==> src/rtl/serial_adder_ctrl.sv <==
// Bit-serial WIDTH-bit adder: one full-adder cell is reused for every bit position,
// LSB first, with the inter-bit carry held in a register between clocks.

module full_adder (
    input  logic a,
    input  logic b,
    input  logic ci,
    output logic sum,
    output logic co
);
    assign sum = a ^ b ^ ci;
    assign co  = (a & b) | (ci & (a ^ b));
endmodule

// state | meaning
// ------+--------------------------------------------------------------
// IDLE  | waiting for start; result registers hold the last sum
// SHIFT | one bit pair per clock through the full adder, LSB first
// DONE  | single cycle with the result valid, then back to IDLE
module serial_adder_ctrl #(
    parameter int WIDTH = 8
) (
    input  logic             clk,
    input  logic             rst,
    input  logic             start,
    input  logic [WIDTH-1:0] a_in,
    input  logic [WIDTH-1:0] b_in,
    input  logic             cin,
    output logic             busy,
    output logic             done,
    output logic [WIDTH-1:0] sum_out,
    output logic             cout
);
    localparam int            CW   = (WIDTH > 1) ? $clog2(WIDTH) : 1;
    localparam logic [CW-1:0] LAST = CW'(WIDTH - 1);

    typedef enum logic [1:0] {
        IDLE  = 2'd0,
        SHIFT = 2'd1,
        DONE  = 2'd2
    } state_t;

    state_t           state;
    state_t           state_nxt;
    logic [WIDTH-1:0] a_sr;
    logic [WIDTH-1:0] b_sr;
    logic [WIDTH-1:0] sum_sr;
    logic             carry;
    logic [CW-1:0]    cnt;
    logic             fa_sum;
    logic             fa_co;

    full_adder u_fa (
        .a   (a_sr[0]),
        .b   (b_sr[0]),
        .ci  (carry),
        .sum (fa_sum),
        .co  (fa_co)
    );

    always_ff @(posedge clk or posedge rst) begin
        if (rst) begin
            state <= IDLE;
        end else begin
            state <= state_nxt;
        end
    end

    always_comb begin
        state_nxt = state;
        case (state)
            IDLE:    if (start) state_nxt = SHIFT;
            SHIFT:   if (cnt == LAST) state_nxt = DONE;
            DONE:    state_nxt = IDLE;
            default: state_nxt = IDLE;
        endcase
    end

    // sum_sr is deliberately not cleared on load so the previous result stays visible
    always_ff @(posedge clk or posedge rst) begin
        if (rst) begin
            a_sr   <= '0;
            b_sr   <= '0;
            sum_sr <= '0;
            carry  <= 1'b0;
            cnt    <= '0;
        end else begin
            case (state)
                IDLE: begin
                    if (start) begin
                        a_sr  <= a_in;
                        b_sr  <= b_in;
                        carry <= cin;
                        cnt   <= '0;
                    end
                end
                SHIFT: begin
                    sum_sr <= {fa_sum, sum_sr[WIDTH-1:1]};
                    a_sr   <= {1'b0, a_sr[WIDTH-1:1]};
                    b_sr   <= {1'b0, b_sr[WIDTH-1:1]};
                    carry  <= fa_co;
                    cnt    <= cnt + CW'(1);
                end
                default: ;
            endcase
        end
    end

    assign busy    = (state == SHIFT);
    assign done    = (state == DONE);
    assign sum_out = sum_sr;
    assign cout    = carry;

endmodule

==> config.mk <==
export PLATFORM = sky130hd
export DESIGN_NAME = serial_adder_ctrl
export DESIGN_NICKNAME = d
export VERILOG_FILES = /design/src/rtl/serial_adder_ctrl.sv
export SDC_FILE = /design/constraint.sdc
export NUM_CORES = 1
export LEC_CHECK = 0
export BUFFER_PORTS_ARGS = -buffer_cell sky130_fd_sc_hd__buf_2
export CAP_MARGIN = 20
export CORE_MARGIN = 2
export CORE_UTILIZATION = 43
export CTS_CLUSTER_SIZE = 12
export DETAILED_ROUTE_END_ITERATION = 8
export PLACE_DENSITY = 0.79
export SLEW_MARGIN = 15
export SYNTH_ARGS = -nofsm -noshare
export SYNTH_HDL_FRONTEND = slang
export SYNTH_SLANG_ARGS = --single-unit
==> constraint.sdc <==
create_clock -name clk -period 1.3 [get_ports clk]
set_input_delay 0.195 -clock clk [delete_from_list [all_inputs] [get_ports clk]]
set_output_delay 0.195 -clock clk [all_outputs]
set_load 0.005 [all_outputs]
After elaboration in Yosys (flattened, before gate mapping). Index checks and enable logic that the tools add are counted.

Flip-flop bits (word level): 30. Bits of input ports: 20. Output and inout bits: 11. Logic and storage cells: 32.

Add/sub/neg operators: 1. Eq/ne operators: 5. Multiplexer cells: 11. Bitwise gates (word level): 5. Reduce and logical (&&, ||, !) cells: 4.

Operator list (number): $pmux W8 S2 (2); $mux W8 (2); $pmux W3 S2 (1); $mux W2 (2); $pmux W2 S2 (1); $reduce_and A2 Y1 (2); $add A3 B1 Y3 const B (1); $eq A3 B3 Y1 const B (1); $mux W3 (1); $and A1 B1 Y1 (2); $eq A2 B1 Y1 const B (1); $eq A2 B2 Y1 const B (1); $logic_not A2 Y1 (1); $ne A2 B1 Y1 const B (1); $ne A2 B2 Y1 const B (1); $pmux W1 S2 (1); $reduce_bool A2 Y1 (1); $xor A1 B1 Y1 (2); $mux W1 (1); $or A1 B1 Y1 (1).

Logic depth before layout (Yosys ltp).
Depth after elaboration: 4. Depth in mapped cells: 4. Mapped depth without buffers: 4.

Cells and area by module. A second synthesis with hierarchy kept.

Cells, all modules: 130. Area total of the unflattened synthesis: 1403.8 µm².

Modules (own cells, without submodules): serial_adder_ctrl (times used 1, cells an instance 129, area an instance 1383.8 µm², seq. area each 750.7 µm²); full_adder (times used 1, cells an instance 1, area an instance 20.0 µm², seq. area each 0.0 µm²).

Worst setup path after synthesis. OpenSTA, ideal clock, no wires.

Path type: flip-flop to flip-flop. From: register state[0]. To: register a_sr[5]. Library setup time: 123 ps. Arrival time: 1122 ps. Required time: 1177 ps. Slack: 55 ps. Stages on the path, launching flop included: 4. Path buffers: 1. Clock period less this slack: 1245 ps. Cells stage by stage: dfrtp_1 > buf_6 > or4b_1 > o221a_2.

Word-level cells in the longest chain between the ends: 3. Elaborated cells on any way between the ends: 6. Those cells by class: eq/ne: 2; mux: 1; reduce/logical: 3.

Ends and longest elaborated chain: start: declaration (RTL line 43) `state_t state;`; start signal: assignment (RTL line 65) `state <= state_nxt;`; $eq A2 B1 Y1 / $logic_not A2 Y1 (equally long branches) (RTL line 88) `case (state)`; $reduce_bool A2 Y1 (no source line) / $ne A2 B2 Y1 (equally long branches); $reduce_and A2 Y1 (no source line); end signal: assignment (RTL line 91) `a_sr <= a_in;`; end signal: assignment (RTL line 99) `a_sr <= {1'b0, a_sr[WIDTH-1:1]};`; end: declaration (RTL line 45) `logic [WIDTH-1:0] a_sr;`.

Several ways; a longest one is shown, not always the timed one. A chain may end at the register's enable or synchronous reset.

Worst setup path in the final report.
From: register state[1]. To: register b_sr[3].

Word-level cells in the longest chain between the ends: 3. Elaborated cells on any way between the ends: 6. Those cells by class: eq/ne: 2; mux: 1; reduce/logical: 3.

Ends and longest elaborated chain: $eq A2 B1 Y1 / $logic_not A2 Y1 (equally long branches) (RTL line 88); $reduce_bool A2 Y1 (no source line) / $ne A2 B2 Y1 (equally long branches); $reduce_and A2 Y1 (no source line); end signal: assignment (RTL line 92) `b_sr <= b_in;`; end signal: assignment (RTL line 100) `b_sr <= {1'b0, b_sr[WIDTH-1:1]};`; end: declaration (RTL line 46) `logic [WIDTH-1:0] b_sr;`.

Several ways; a longest one is shown, not always the timed one.

==> impl_metrics.yaml <==
status:
  outcome: "complete, but fails checks"
  violations: "setup timing"
grt:
  grt_max_degree: 31
  grt_usage: 0.180
  grt_overflow: 0
  grt_pass1_vias: 1146
  grt_pass1_wl_mm: 5.52
  antenna_found_initial: 0
yosys:
  synth-seq-cells: 30
  synthAdderAreaFrac: 0.0302
  synth_compound_area_frac: 0.146
  muxShareOfSynthArea: 0.0671
  synth_edf_count: 0
  synth_top_family_by_area: "simple AND/OR/NAND/NOR gates"
  synth_nets: 143
  synthCells: 120
  async_reset_ff_frac: 1.00
  synth_area_sq_um: 1490
  seq_area_frac_synth: 0.503
  synth_simple_gate_area_frac: 0.179
  synth.distinct_cells: 30
  synthFlopType: "dfrtp_1"
  synth_xor_xnor_area_share: 0
  ys_warn_count: 0
  synth_area_per_cell_sq_um: 12.4
drt:
  routed-via-count: 1144
  drc: 0
  viasPerCell: 5.40
  drtIter0Drc: 35
  routed_wl_mm: 3.35
  firstDrtPassIters: 4
  antenna_left: 0
  wire_per_inst_microns: 15.8
cts:
  cts_tree: "yes"
  cts_buffer_depth: 2
  clkSinkCount: 30
  clock_latency_ns: 0.33
  cts_root_buffer: "clkbuf_4"
  path_clk_slew_ns: 0.09
  htreeDepth: 2
  numCtsBuffers: 5
cells_and_area:
  num-fill-cells: 289
  multiInputGateArea_sq_um: 687
  final_nets: 188
  fin_cells: 212
  regArea_sq_um: 752
  syn2layout_area_growth_pct: 28.2
  antenna_cells: 0
  drive_gt1_frac: 0.494
  fin_area_sq_um: 1910
setup_path:
  crit_fanout: 4
  ff2ff_path_depth: 5
  crit_cells: 5
  slowest_delay_ns: 0.43
  worstPathRequired_ns: 1.50
  cp_top_family: "flip-flops"
  cp_slowest_cell: "dfrtp_1"
  crit_arrival_ns: 1.63
  startpoint: "state[1]"
  path_class: "reg2reg"
  r2r_end: "b_sr[3]"
  worstPathCellList: "buf_6, buf_12, buf_4, nor4b_1, a211oi_1"
  cp-end-kind: "flop"
  cp-start-kind: "flop"
  r2r-start: "state[1]"
  cp-endpoint: "b_sr[3]"
  path_buf_inv: 3
  r2r_slack_ns: -0.13
sta:
  finalMaxSlewViolations: 0
  post-route-period-util: 1.10
  period_minus_slack_ns: 1.43
  setup_slack_ns: -0.135
  finalClockSkew_ns: 0.00520
  timing.fmax_mhz: 697
  relSlewSlack: 0.738
  setup_violations: 23
  hold_viol_final: 0
  worstMarginPinSlew_ns: 0.393
  rsz0062_at_grt: "true"
die:
  start_util: 0.447
  fp.dieW_microns: 62.9
  rows: 21
  pin_count: 31
  die-area_sq_um: 3960
  die_y_microns: 62.9
  fp.coreArea_sq_um: 3340
place:
  gp_congestion: 0.724
  io_buffers: 30
  dpl.hpwl_mm: 2.10
  place_area_sq_um: 1710
  dp.cells: 195
power:
  clock_power_share: 0.135
  power_density_nw_per_um2: 2260
  p_leak_uw: 0.000892
  internal_power_uw: 2800
  swShare: 0.350
  pwr-share-comb: 0.478
  ir_worst_vdd_mv: 0.973
  seq_power_share: 0.386
  p_switching_uw: 1510
worst_hold_path:
  hold_path.class: "in2reg"
flow_run:
  max-cap-violations: 0
==> metrics by stage <==
stage | util | worst slack [ns] | power [uW] | hold WS, ns | setup TNS (ns)
final | 0.573 | -0.135 | 4320 | 0.212 | -0.859
after global routing | 0.573 | -0.248 | 4640 | 0.211 | -2.20
after CTS | 0.563 | -0.135 | 4260 | 0.200 | -0.588
after detailed placement | 0.514 | -0.0273 | 3450 | 0.292 | -0.0273
after global placement | 0.514 | 0.0686 | 3310 | 0.277 | 0
after floorplan | - | 0.0554 | 2900 | 0.286 | 0
==> repair_timing <==
| item | in CTS | in global routing |
|---|---|---|
| hold buffers | 1 | 0 |
| endpoints found under the setup margin | 8 | 29 |
| gates cloned | 1 | 0 |
| setup buffers | 6 | 1 |
| endpoints found under the hold margin | 30 | 0 |
| resized for setup | 6 | 6 |
| pin swaps | 6 | 0 |
==> layer usage <==
| metal | track usage | part of all wire | wire length (microns) | vias up |
|---|---|---|---|---|
| met5 | 0 | 0 | 0 | - |
| met4 | 0.0417 | 0.0081 | 27 | 0 |
| met2 | 0.303 | 0.50 | 1670 | 32 |
| met3 | 0.0541 | 0.049 | 164 | 5 |
| met1 | 0.226 | 0.44 | 1490 | 576 |
| li1 | - | - | - | 531 |
==> logic make-up (layout without fill, tap and decap cells) <==
logic type	count (synthesis)	in the layout
flops	30	30
fa+ha+maj	3	3
buf+inv	22	67
mux	9	9
compound gates	22	23
simple gates	34	34
==> synthesized netlist by cell type (all sizes together), types with 2 or more instances <==
cell type	n	share of area
dfrtp	30	0.50
inv	12	0.030
nor3b	11	0.055
buf	8	0.039
mux2	8	0.060
nor2b	6	0.025
a211oi	5	0.025
a221oi	5	0.038
nor4b	5	0.029
o221a	5	0.038
or4b	5	0.034
nand2b	3	0.013
a22o	2	0.012
and4bb	2	0.017
clkbuf	2	0.0059
ha	2	0.017
==> area by class of cell <==
type                    instances  share of cell area
inverters                      12              0.0249
well taps                      46              0.0301
multi-input cells              69               0.359
repair buffers                 47               0.162
clock inverters                 1             0.00262
flip-flops and latches         30               0.393
clock buffers                   7              0.0288
==> tightest hold or removal path: stages <==
cell and delay (ns):
buf_2 0.09, nor2b_1 0.14, a221oi_2 0.08
==> state kept, by name (all words and copies together) (netlist names) <==
register	count
a_sr	8
b_sr	8
sum_out	8
cnt	3
state	2
cout	1
==> worst min-delay path by stage <==
stage	from	slack [ns]	to	cells past startpoint
6_report	b_in[1]	0.21	b_sr[1]	3
5_1_grt	b_in[0]	0.21	b_sr[0]	3
4_1_cts	b_in[0]	0.20	b_sr[0]	3
3_5_place_dp	rst	0.29	sum_out[0]	3
3_3_place_gp	rst	0.28	sum_out[0]	3
2_1_floorplan	rst	0.29	a_sr[0]	1
==> power groups by stage <==
| stage | Clock (uW) | Combinational, uW | Sequential, uW |
|---|---|---|---|
| floorplan | 0 | 1270 | 1630 |
| global placement | 0 | 1640 | 1670 |
| detailed placement | 0 | 1750 | 1700 |
| CTS | 593 | 1980 | 1690 |
| global route | 643 | 2260 | 1730 |
| finish | 583 | 2070 | 1670 |
==> cells in the final DEF, fill, tap and decap left out, types with 3 or more instances in the layout <==
cell	instances
nor4b_1	5
clkbuf_4	5
inv_1	11
or4b_4	3
a211oi_1	5
o221a_2	5
nor3b_1	11
dfrtp_1	29
buf_4	13
mux2_2	8
a221oi_2	5
buf_2	30
nand2b_1	3
nor2b_1	5
Note: power is estimated with default switching activity, not from simulation.
